File: src/rtl/dmem_dma_copier.sv
`default_nettype none
// ============================================================================
// Module   : dmem_dma_copier
// Function : Data-memory DMA engine for block copy (memory to memory) and
//            block fill (constant to memory). It shares the data-memory port
//            with the CPU through a bus_req/bus_grant handshake.
// Option   : define DMEM_DMA_CHECKSUM_EN to add a modular sum of written bytes
// Revision : 1.0 - initial release
// ============================================================================
module dmem_dma_copier #(
    parameter int AW = 8,
    parameter int DW = 8
) (
    input  logic          clk,
    input  logic          rst_n,
    input  logic          start,
    input  logic          mode,
    input  logic [AW-1:0] src_addr,
    input  logic [AW-1:0] dst_addr,
    input  logic [AW-1:0] length,
    input  logic [DW-1:0] fill_data,
    output logic          bus_req,
    input  logic          bus_grant,
    output logic [AW-1:0] mem_addr,
    output logic [DW-1:0] mem_wdata,
    output logic          mem_rw,
    input  logic [DW-1:0] mem_rdata,
`ifdef DMEM_DMA_CHECKSUM_EN
    output logic [DW-1:0] checksum,
`endif
    output logic          busy,
    output logic          done
);

    typedef enum logic [2:0] {
        ST_IDLE  = 3'd0,
        ST_REQ   = 3'd1,
        ST_READ  = 3'd2,
        ST_WRITE = 3'd3,
        ST_DONE  = 3'd4
    } state_t;

    state_t        r_state;
    state_t        w_next_state;

    logic          r_mode;
    logic [AW-1:0] r_src;
    logic [AW-1:0] r_dst;
    logic [AW-1:0] r_rem;
    logic [DW-1:0] r_fill;
    logic [DW-1:0] r_data;
    logic [AW-1:0] r_addr_q;
    logic [DW-1:0] r_wdata_q;

    logic          w_accept;
    logic          w_rd_fire;
    logic          w_wr_fire;
    logic          w_last;
    logic [AW-1:0] w_addr;
    logic [DW-1:0] w_wdata;

    assign w_accept  = (r_state == ST_IDLE) && start;
    assign w_rd_fire = (r_state == ST_READ) && bus_grant;
    assign w_wr_fire = (r_state == ST_WRITE) && bus_grant;
    assign w_last    = (r_rem == AW'(1));

    assign mem_addr  = w_addr;
    assign mem_wdata = w_wdata;

    always_ff @(posedge clk or negedge rst_n) begin
        if (!rst_n) begin
            r_state <= ST_IDLE;
        end else begin
            r_state <= w_next_state;
        end
    end

    // Address and write data hold their last driven value outside READ/WRITE
    always_comb begin
        w_next_state = r_state;
        bus_req      = 1'b0;
        busy         = 1'b0;
        done         = 1'b0;
        mem_rw       = 1'b0;
        w_addr       = r_addr_q;
        w_wdata      = r_wdata_q;
        case (r_state)
            ST_IDLE: begin
                if (start) begin
                    w_next_state = (length == '0) ? ST_DONE : ST_REQ;
                end
            end
            ST_REQ: begin
                bus_req = 1'b1;
                busy    = 1'b1;
                if (bus_grant) begin
                    w_next_state = r_mode ? ST_WRITE : ST_READ;
                end
            end
            ST_READ: begin
                bus_req = 1'b1;
                busy    = 1'b1;
                w_addr  = r_src;
                if (bus_grant) begin
                    w_next_state = ST_WRITE;
                end
            end
            ST_WRITE: begin
                bus_req = 1'b1;
                busy    = 1'b1;
                w_addr  = r_dst;
                w_wdata = r_mode ? r_fill : r_data;
                // Gated by grant so the engine never writes while not owning the port
                mem_rw  = bus_grant;
                if (bus_grant) begin
                    if (w_last) begin
                        w_next_state = ST_DONE;
                    end else begin
                        w_next_state = r_mode ? ST_WRITE : ST_READ;
                    end
                end
            end
            ST_DONE: begin
                busy         = 1'b1;
                done         = 1'b1;
                w_next_state = ST_IDLE;
            end
            default: begin
                w_next_state = ST_IDLE;
            end
        endcase
    end

    always_ff @(posedge clk or negedge rst_n) begin
        if (!rst_n) begin
            r_mode    <= 1'b0;
            r_src     <= '0;
            r_dst     <= '0;
            r_rem     <= '0;
            r_fill    <= '0;
            r_data    <= '0;
            r_addr_q  <= '0;
            r_wdata_q <= '0;
        end else begin
            r_addr_q  <= w_addr;
            r_wdata_q <= w_wdata;
            if (w_accept && (length != '0)) begin
                r_mode <= mode;
                r_src  <= src_addr;
                r_dst  <= dst_addr;
                r_rem  <= length;
                r_fill <= fill_data;
            end
            if (w_rd_fire) begin
                r_data <= mem_rdata;
                r_src  <= r_src + AW'(1);
            end
            if (w_wr_fire) begin
                r_dst <= r_dst + AW'(1);
                r_rem <= r_rem - AW'(1);
            end
        end
    end

`ifdef DMEM_DMA_CHECKSUM_EN
    logic [DW-1:0] r_checksum;

    always_ff @(posedge clk or negedge rst_n) begin
        if (!rst_n) begin
            r_checksum <= '0;
        end else if (w_accept) begin
            r_checksum <= '0;
        end else if (w_wr_fire) begin
            r_checksum <= r_checksum + w_wdata;
        end
    end

    assign checksum = r_checksum;
`endif

endmodule
`default_nettype wire

File: config.mk
export PLATFORM = sky130hd
export DESIGN_NAME = dmem_dma_copier
export DESIGN_NICKNAME = d
export VERILOG_FILES = /design/src/rtl/dmem_dma_copier.sv
export SDC_FILE = /design/constraint.sdc
export NUM_CORES = 1
export LEC_CHECK = 0
export CAP_MARGIN = 20
export CORE_MARGIN = 2
export CORE_UTILIZATION = 52
export DETAILED_ROUTE_END_ITERATION = 8
export HOLD_SLACK_MARGIN = 0.02
export PLACE_DENSITY = 0.82
export SYNTH_ARGS = -nofsm -noshare
export SYNTH_HDL_FRONTEND = slang
export SYNTH_SLANG_ARGS = --single-unit
File: constraint.sdc
create_clock -name clk -period 4.7 [get_ports clk]
set_input_delay 0.94 -clock clk [delete_from_list [all_inputs] [get_ports clk]]
set_output_delay 0.94 -clock clk [all_outputs]
set_load 0.02 [all_outputs]
==> flow_summary.json <==
{
  "status": "complete, no violations",
  "cts_buffers": 9,
  "ctsRootBufferMaster": "clkbuf_8",
  "hold_path_class": "flop to flop",
  "numClockSinks": 60,
  "critical_path_arrival_ns": 2.83,
  "yosys_warnings": 0,
  "cellPowerDensity_nw_per_um2": 659,
  "synth_async_sr_flop_share": 1.00,
  "core_area_um2": 5470,
  "top_layer": "met4",
  "grtUsageTotal": 0.243,
  "die_w_um": 78.9,
  "path_cells": "nand3_1 > o21ai_0 > clkdlybuf4s50_1",
  "nNetsFinal": 416,
  "worst-path-buf-inv": 1,
  "wl_met1_um": 3010,
  "synthCells": 307,
  "worst_pin_slew_ns": 0.780,
  "synth-edff-count": 0,
  "cts-htree-levels": 3,
  "drive_gt1_frac": 0.0755,
  "yosys_register_bits": 60,
  "wl_met3_um": 443,
  "die_area_um2": 6230,
  "holdCritStartpoint": "r_fill[7]$_DFFE_PN0P_",
  "period_minus_slack_ns": 3.77,
  "min_delay_worst_endpoint": "r_fill[7]$_DFFE_PN0P_",
  "ctsHoldBuffers": 0,
  "start_util": 0.534,
  "fin_cells": 443,
  "worstPathRequired_ns": 3.76,
  "finalMaxSlewViolations": 0,
  "max_freq_mhz": 265,
  "r2r_slack_ns": 2.22,
  "yosysSeqAreaShare": 0.514,
  "slew_headroom": 0.480,
  "dr_wl_met2_um": 3430,
  "p_leak_nw": 1.64,
  "regToRegStartpoint": "r_state[0]$_DFFE_PN0P_",
  "grt_pass1_wl_um": 11700,
  "io_pins": 65,
  "postRouteAntennaNets": 0,
  "path_clk_slew_ns": 0.06,
  "rsz0062_at_grt": "no",
  "drtIter0Drc": 230,
  "grt-ovfl-total": 0,
  "min_path_cells": 2,
  "crit_path_max_incr_delay_ns": 0.85,
  "viasPerCell": 5.65,
  "syn_nets": 356,
  "place_congestion": 0.870,
  "slowest_stage": "dfrtp_1",
  "die_h_um": 78.9,
  "dp_cells": 428,
  "cap_violations": 0,
  "vias": 2501,
  "port_buffers": 64,
  "ys.flop_type": "dfrtp_1",
  "grt_max_degree": 33,
  "endpoint_kind": "output pin",
  "rows": 27,
  "cts_tree": "built",
  "wl_per_cell_um": 15.6,
  "setup_viol_count_final": 0,
  "syn_area_um2": 2920,
  "hold_viol_final": 0,
  "drc_errors": 0,
  "path_delay_family": "flip-flops",
  "period_share": 0.803,
  "syn_area_per_cell_um2": 9.51,
  "clock_path_buffers": 2,
  "critPathMaxFanout": 19,
  "yosysUniqueCellTypes": 44,
  "post_cts_buffers": 0,
  "ff2ff_path_depth": 4,
  "cts_resized": 0,
  "skew_ns": 0.00669,
  "ir_worst_vdd_mv": 0.342,
  "drt_first_pass_iters": 4,
  "clk_latency_ns": 0.34,
  "path_class": "flop to output pin",
  "num_antenna_cells": 0,
  "hpwl_um": 4790,
  "drt-total-wl_um": 6930,
  "first_global_vias": 2521,
  "antenna_found_initial": 0,
  "tns_ns": 0,
  "totalPowerFinal_mw": 2.49,
  "area_growth_pct": 29.4,
  "startpoint_type": "flop",
  "reg2reg_to": "r_dst[7]$_DFFE_PN0P_",
  "fin_util": 0.691
}
## state kept, by name (all words and copies together), names as in the netlist
name       count
r_dst          8
r_state        3
r_data         8
r_addr_q       8
r_wdata_q      8
r_src          8
r_mode         1
r_fill         8
r_rem          8
## logic make-up (layout without fill, tap and decap cells)
kind of cell | Yosys count | after routing | share of synthesized area
AO/OA/AOI/OAI | 64 | 64 | 0.152
XOR/XNOR | 1 | 1 | 0.00300
adder cells (fa/ha/maj) | 4 | 4 | 0.0171
buffers and inverters | 26 | 90 | 0.0437
flip-flops | 60 | 60 | 0.514
multiplexers | 17 | 17 | 0.0583
AND/OR/NAND/NOR | 135 | 135 | 0.212
## stage by stage
step / setup slack [ns] / hold slack, ns / area [um^2]
finish: 0.928 / 0.479 / 3780
global route: 0.652 / 0.499 / 3780
CTS: 0.915 / 0.478 / 3780
detailed placement: 1.08 / 0.461 / 3590
global placement: 1.08 / 0.458 / 3590
floorplan: 2.18 / 0.445 / 2920
## power breakdown
group	total (mW)	internal (mW)	switching, mW
logic	1.04	0.498	0.538
clock network	0.456	0.253	0.202
registers	1.00	0.759	0.242
total	2.49	1.51	0.982
## layout by cell type, fill, tap and decap left out, drive strengths merged, types with 2 or more instances in the layout
master | synthesis | routed
nand2 | 77 | 77
clkbuf | 7 | 10
a311oi | 2 | 2
nor3 | 15 | 15
inv | 7 | 7
nand4 | 4 | 4
o311a | 2 | 2
o21ai | 20 | 20
buf | 12 | 5
a211o | 2 | 2
ha | 4 | 4
a21oi | 10 | 10
clkinv | 0 | 3
a221o | 4 | 4
o211ai | 4 | 4
or4 | 4 | 4
mux2i | 17 | 17
dfrtp | 60 | 60
nor2 | 18 | 18
a211oi | 8 | 8
nand3 | 9 | 9
nor4 | 2 | 2
clkdlybuf4s50 | 0 | 63
o22ai | 3 | 3
## worst register-to-register path, stage by stage, from the launching register on
cell and delay (ns):
dfrtp_1 0.67, nor2_1 0.50, o2111a_2 0.71, nor2_1 0.17, a221o_1 0.32
## worst max path at each step
stage,startpoint,endpoint,slack [ns],depth (start not counted)
6_report,r_state[0]$_DFFE_PN0P_,mem_wdata[1],0.93,3
5_1_grt,r_state[0]$_DFFE_PN0P_,mem_wdata[2],0.65,3
4_1_cts,r_state[0]$_DFFE_PN0P_,mem_wdata[1],0.91,3
3_5_place_dp,bus_grant,mem_rw,1.08,5
3_3_place_gp,bus_grant,mem_rw,1.08,5
2_1_floorplan,r_state[2]$_DFFE_PN0P_,mem_wdata[5],2.18,5
## cell type report
class,count,area (um^2)
fillers,432,1690
flip-flops and latches,60,1500
multi-input cells,221,1310
repair buffers,68,666
clock buffers,10,138
well taps,72,90.1
clock inverters,5,52.6
inverters,7,26.3
## synthesized netlist by cell type, types with 2 or more instances
master | instances | share of area
buf_4 | 2 | 0.0051
a221o_1 | 4 | 0.014
o22ai_1 | 3 | 0.0064
a311oi_1 | 2 | 0.0060
nor2_1 | 18 | 0.023
inv_1 | 6 | 0.0077
dfrtp_1 | 60 | 0.51
ha_1 | 4 | 0.017
a211o_1 | 2 | 0.0060
a21oi_1 | 10 | 0.017
clkbuf_1 | 7 | 0.0090
buf_6 | 2 | 0.0077
o311a_1 | 2 | 0.0069
or4_1 | 2 | 0.0051
mux2i_1 | 17 | 0.058
buf_1 | 2 | 0.0026
o211ai_1 | 4 | 0.010
o21ai_0 | 20 | 0.034
or4_4 | 2 | 0.0077
nand2_1 | 77 | 0.099
a211oi_1 | 8 | 0.021
buf_2 | 6 | 0.010
nand4_1 | 4 | 0.0086
nor3_1 | 15 | 0.026
nand3_1 | 9 | 0.015
## layer usage
layer / global-route usage / vias up
met2: 0.415 / 99
met5: 0 / -
met3: 0.0398 / 6
li1: - / 1216
met4: 0.0948 / 0
met1: 0.310 / 1180
Note: power is estimated with default switching activity, not from simulation.
==> variant 1: new RTL, config.mk and constraints unchanged <==
Add a define of `DMEM_DMA_CHECKSUM_EN`.
--- a/src/rtl/dmem_dma_copier.sv
+++ b/src/rtl/dmem_dma_copier.sv
@@ -7,6 +7,8 @@
 // Option   : define DMEM_DMA_CHECKSUM_EN to add a modular sum of written bytes
 // Revision : 1.0 - initial release
 // ============================================================================
+`define DMEM_DMA_CHECKSUM_EN
+
 module dmem_dma_copier #(
     parameter int AW = 8,
     parameter int DW = 8
Function (old outputs only; new: checksum): kept (Yosys induction, for registers that start in step).
==> variant 1 against the original RTL <==
- total power grew 31%
- setup slack better by 0.030 ns
- synthesized area up 21%
- routed wire length is 21% higher
- synthesized cell count is 18% higher
- clock skew about the same
- combinational power grew 57%
- design area grew 21%
- critical path depth up 1
- sequential cell count grew 8
- count of clock-buffer cells in the layout increased by 3
- critical endpoint unchanged
==> variant 1: results <==
metrics = {
    "hold_path": {
        "hp-class": "in2async",
    },
    "logic_synthesis": {
        "synth.area.top_cells": "dfrtp_1 48%, nand2_1 7.3%, mux2i_1 4.8%",
        "synthTopCellsByCount": "69 x nand2_1, 68 x dfrtp_1, 29 x o21ai_0",
        "async_flop_share": 1.000,
        "ys.flop_type": "dfrtp_1",
        "yosysUniqueCellTypes": 57,
        "syn_nets": 420,
        "seq_area_frac_synth": 0.4797,
        "ys_warn_count": 0,
    },
    "global_route": {
        "grt_pass1_wl_mm": 13.66,
        "grt_util_met1": 0.2970,
        "grt_pass1_vias": 2973,
        "grt.total_usage": 0.2340,
        "grt_antenna_before_repair": 0,
        "grt_max_degree": 50,
        "met2_usage": 0.3902,
        "grtUsageMet3": 0.05905,
    },
    "drt": {
        "first_pass_iters": 5,
        "wirelength_mm": 8.364,
        "route.met3.wl_um": 497,
        "drtIter0Drc": 219,
        "wl_met1_mm": 3.494,
        "viasPerCell": 5.848,
        "routed-wl-met2_mm": 4.198,
        "drc": 0,
    },
    "layout": {
        "antennaDiodeCount": 0,
        "layout.nets": 491,
        "drive_gt1_frac": 0.1002,
    },
    "cts": {
        "clock_latency_ns": 0.34,
        "post_cts_buffers": 0,
        "htreeDepth": 3,
        "root_buffer": "clkbuf_8",
        "cts_max_path_buffers": 2,
        "numCtsBuffers": 9,
        "path_clk_slew_ns": 0.07,
    },
    "setup_path": {
        "regToRegSetupSlack_ns": 1.18,
        "worstPathMaxFanout": 16,
        "worstReg2RegStart": "r_state[1]",
        "max_stage_delay_ns": 0.70,
        "cp_slowest_cell": "clkdlybuf4s50_1",
        "rr_endpoint": "checksum[7]",
        "ff2ff_path_depth": 9,
    },
    "outcome": {
        "status": "complete, no violations",
    },
    "sta": {
        "relSlewSlack": 0.5466,
        "fin_worst_skew_ns": 0.006203,
    },
    "place": {
        "dp_hpwl_mm": 6.082,
        "place.port_buffers": 72,
        "gp_congestion": 0.8627,
    },
    "power": {
        "ir_drop_mv": 0.4269,
        "p_leak_nw": 1.931,
    },
}
## variant 1: power by group
part	switching, W	internal [W]
sequential	0.000250	0.000869
clock	0.000217	0.000289
combinational	0.000874	0.000761
## variant 1: cell type report
class / count / area, sq um
repair buffers: 79 / 780.7
clock inverters: 3 / 43.79
well taps: 80 / 100.1
clock buffers: 13 / 168.9
fillers: 510 / 2121
inverters: 8 / 30.03
multi-input cells: 268 / 1735
flip-flops and latches: 68 / 1702
## variant 1: cell families after synthesis
logic type / count (synthesis) / synth area share
buffers and inverters: 27 / 0.03527
muxes: 26 / 0.07654
DFF: 68 / 0.4797
adders and majority gates: 12 / 0.04444
xor gates and xnor gates: 3 / 0.007409
AOI/OAI and AO/OA: 84 / 0.1637
and+or+nand+nor: 143 / 0.1930
## variant 1: through the flow
stage          hold WS [ns]  setup WS, ns  instances  area [sq um]
5_1_grt              0.4426        0.7994        519          4561
3_5_place_dp         0.4671         1.285        502          4328
6_report             0.4486        0.9577        519          4561
3_3_place_gp         0.4572         1.339        502          4328
4_1_cts              0.4843        0.9826        518          4541
2_1_floorplan        0.4454         1.503        363          3547
## variant 1: worst max-delay path by stage
stage,cells past startpoint,start,slack [ns],end
after global routing,4,r_state[1],0.80,mem_wdata[1]
final,4,r_state[1],0.96,mem_wdata[1]
after floorplan,13,r_state[2],1.50,checksum[6]
after global placement,4,bus_grant,1.34,mem_rw
after CTS,4,r_state[1],0.98,mem_wdata[1]
after detailed placement,9,r_state[1],1.28,checksum[7]
## variant 1: worst max-delay path, delay by kind of cell (launching register included)
family / cells / cell delay, ns
AND/OR/NAND/NOR: 2 / 0.66
flip-flops: 1 / 0.56
AO/OA/AOI/OAI: 1 / 0.54
buffers and inverters: 1 / 0.70
==> variant 2: new RTL, same settings <==
Made on the original files. The 5 states of `state_t` get a one-hot encoding in 5 bits.
--- a/src/rtl/dmem_dma_copier.sv
+++ b/src/rtl/dmem_dma_copier.sv
@@ -32,12 +32,12 @@
     output logic          done
 );
 
-    typedef enum logic [2:0] {
-        ST_IDLE  = 3'd0,
-        ST_REQ   = 3'd1,
-        ST_READ  = 3'd2,
-        ST_WRITE = 3'd3,
-        ST_DONE  = 3'd4
+    typedef enum logic [4:0] {
+        ST_IDLE  = 5'b00001,
+        ST_REQ   = 5'b00010,
+        ST_READ  = 5'b00100,
+        ST_WRITE = 5'b01000,
+        ST_DONE  = 5'b10000
     } state_t;
 
     state_t        r_state;
Formal check against the unedited RTL: no difference found for any inputs over 10 cycles, from zero or initial values and one cycle with rst_n low; not proved beyond that.
==> variant 2 against the original RTL <==
- routed wire length rose by 20%
- design area is 7.5% higher
- clock skew rose by 0.0042 ns
- via count increased by 13%
- sequential cell count is 2 higher
- total power fell by 7.7%
- cell count is 3.2% higher
- maximum frequency is 4.7% lower
- global-route usage is 0.79 points higher
- synthesized area rose by 11%
- setup slack worse by 0.19 ns
- register-to-register slack worse by 0.27 ns
==> variant 2: results <==
metrics = {
    "sta": {
        "tightest_slew_ns": 0.9097,
        "fin_worst_skew_ns": 0.01093,
    },
    "outcome": {
        "status": "complete, no violations",
    },
    "setup_path": {
        "max_stage_delay_ns": 0.67,
        "cp_slowest_cell": "clkdlybuf4s50_1",
        "worst-endpoint-arrival_ns": 3.02,
        "crit_family": "simple AND/OR/NAND/NOR gates",
    },
    "place": {
        "dpl_cell_area_sq_um": 3890,
        "place.port_buffers": 64,
        "dp_cells": 441,
        "dp_hpwl_mm": 5.676,
        "place_ws_ns": 0.8521,
        "gp_congestion": 0.9470,
    },
    "layout": {
        "n_fill_cell": 465,
        "layout.nets": 426,
        "drive_gt1_frac": 0.1204,
        "final_util": 0.6824,
        "final_cells": 457,
    },
    "global_route": {
        "grtUsageMet3": 0.05567,
        "grt_pass1_wl_mm": 13.59,
        "met2_usage": 0.3915,
        "grt_util_met1": 0.3353,
        "grt_max_degree": 63,
        "grt.total_usage": 0.2509,
    },
    "drt": {
        "first_pass_iters": 5,
        "route.met3.wl_um": 521,
        "drtIter0Drc": 293,
        "drc": 0,
        "vias": 2834,
        "wl_met1_mm": 3.590,
        "wirelength_mm": 8.312,
        "top_layer": "met4",
        "routed-wl-met2_mm": 3.984,
    },
    "logic_synthesis": {
        "syn_nets": 366,
        "yosysUniqueCellTypes": 59,
        "synthTopCellsByCount": "61 x dfrtp_1, 42 x nand2_1, 19 x nor3_1",
        "async_flop_share": 1.000,
        "synth.area.top_cells": "dfrtp_1 47%, nand2_1 4.9%, mux2_2 3.1%",
        "seq_area_frac_synth": 0.4804,
        "synthCells": 317,
    },
    "power": {
        "ir_drop_mv": 0.3216,
        "p_comb_w": 0.000900,
        "power_frac_comb": 0.391,
        "clkPwrFrac": 0.182,
        "swShare": 0.4005,
        "p_leak_nw": 1.758,
    },
    "cts": {
        "cts_max_path_buffers": 2,
    },
}
==> variant 2: cell count changes after synthesis, moves of 4 or more <==
cell / delta
mux2_2: +9
nand2_1: -35
a31oi_1: +4
o21ai_0: -9
a21o_1: +6
nor4_1: +4
inv_1: +4
nor2b_1: +4
mux2i_1: -9
a22o_1: +4
nor3_1: +4
==> variant 2: worst paths after layout <==
path | start | to | slack [ns] | cells after the start
min in group asynchronous | rst_n | r_dst[5] | 0.73 | 2
worst min register to register | r_data[2] | r_data[2] | 0.48 | 2
worst min-delay path | r_data[2] | r_data[2] | 0.48 | 2
worst max-delay path | r_state[3] | mem_wdata[6] | 0.74 | 4
worst max register to register | r_state[2] | r_mode | 1.95 | 4
max in group asynchronous | rst_n | r_src[0] | 3.45 | 2
==> variant 2: worst reg2reg max path: stages (launching register included) <==
cell	delay (ns)
dfrtp_1	0.49
nor3_2	0.35
nand4b_2	0.49
nor2_2	0.89
mux2_2	0.42
==> variant 2: area by class of cell <==
cell class | count | area, sq um | share of cell area
multi-input cells | 225 | 1536 | 0.3781
well taps | 75 | 93.84 | 0.02309
flip-flops and latches | 62 | 1553 | 0.3821
inverters | 11 | 41.29 | 0.01016
repair buffers | 68 | 665.6 | 0.1638
clock buffers | 9 | 123.9 | 0.03048
clock inverters | 7 | 50.05 | 0.01232
==> variant 2: kinds of logic (layout without fill, tap and decap cells) <==
logic type | count (synthesis) | in the layout | synth area share
xor gates and xnor gates | 1 | 1 | 0.002711
muxes | 17 | 17 | 0.05614
adders and majority gates | 4 | 4 | 0.01549
DFF | 62 | 62 | 0.4804
buffers and inverters | 30 | 95 | 0.04414
AOI/OAI and AO/OA | 79 | 79 | 0.1870
and+or+nand+nor | 124 | 124 | 0.2141
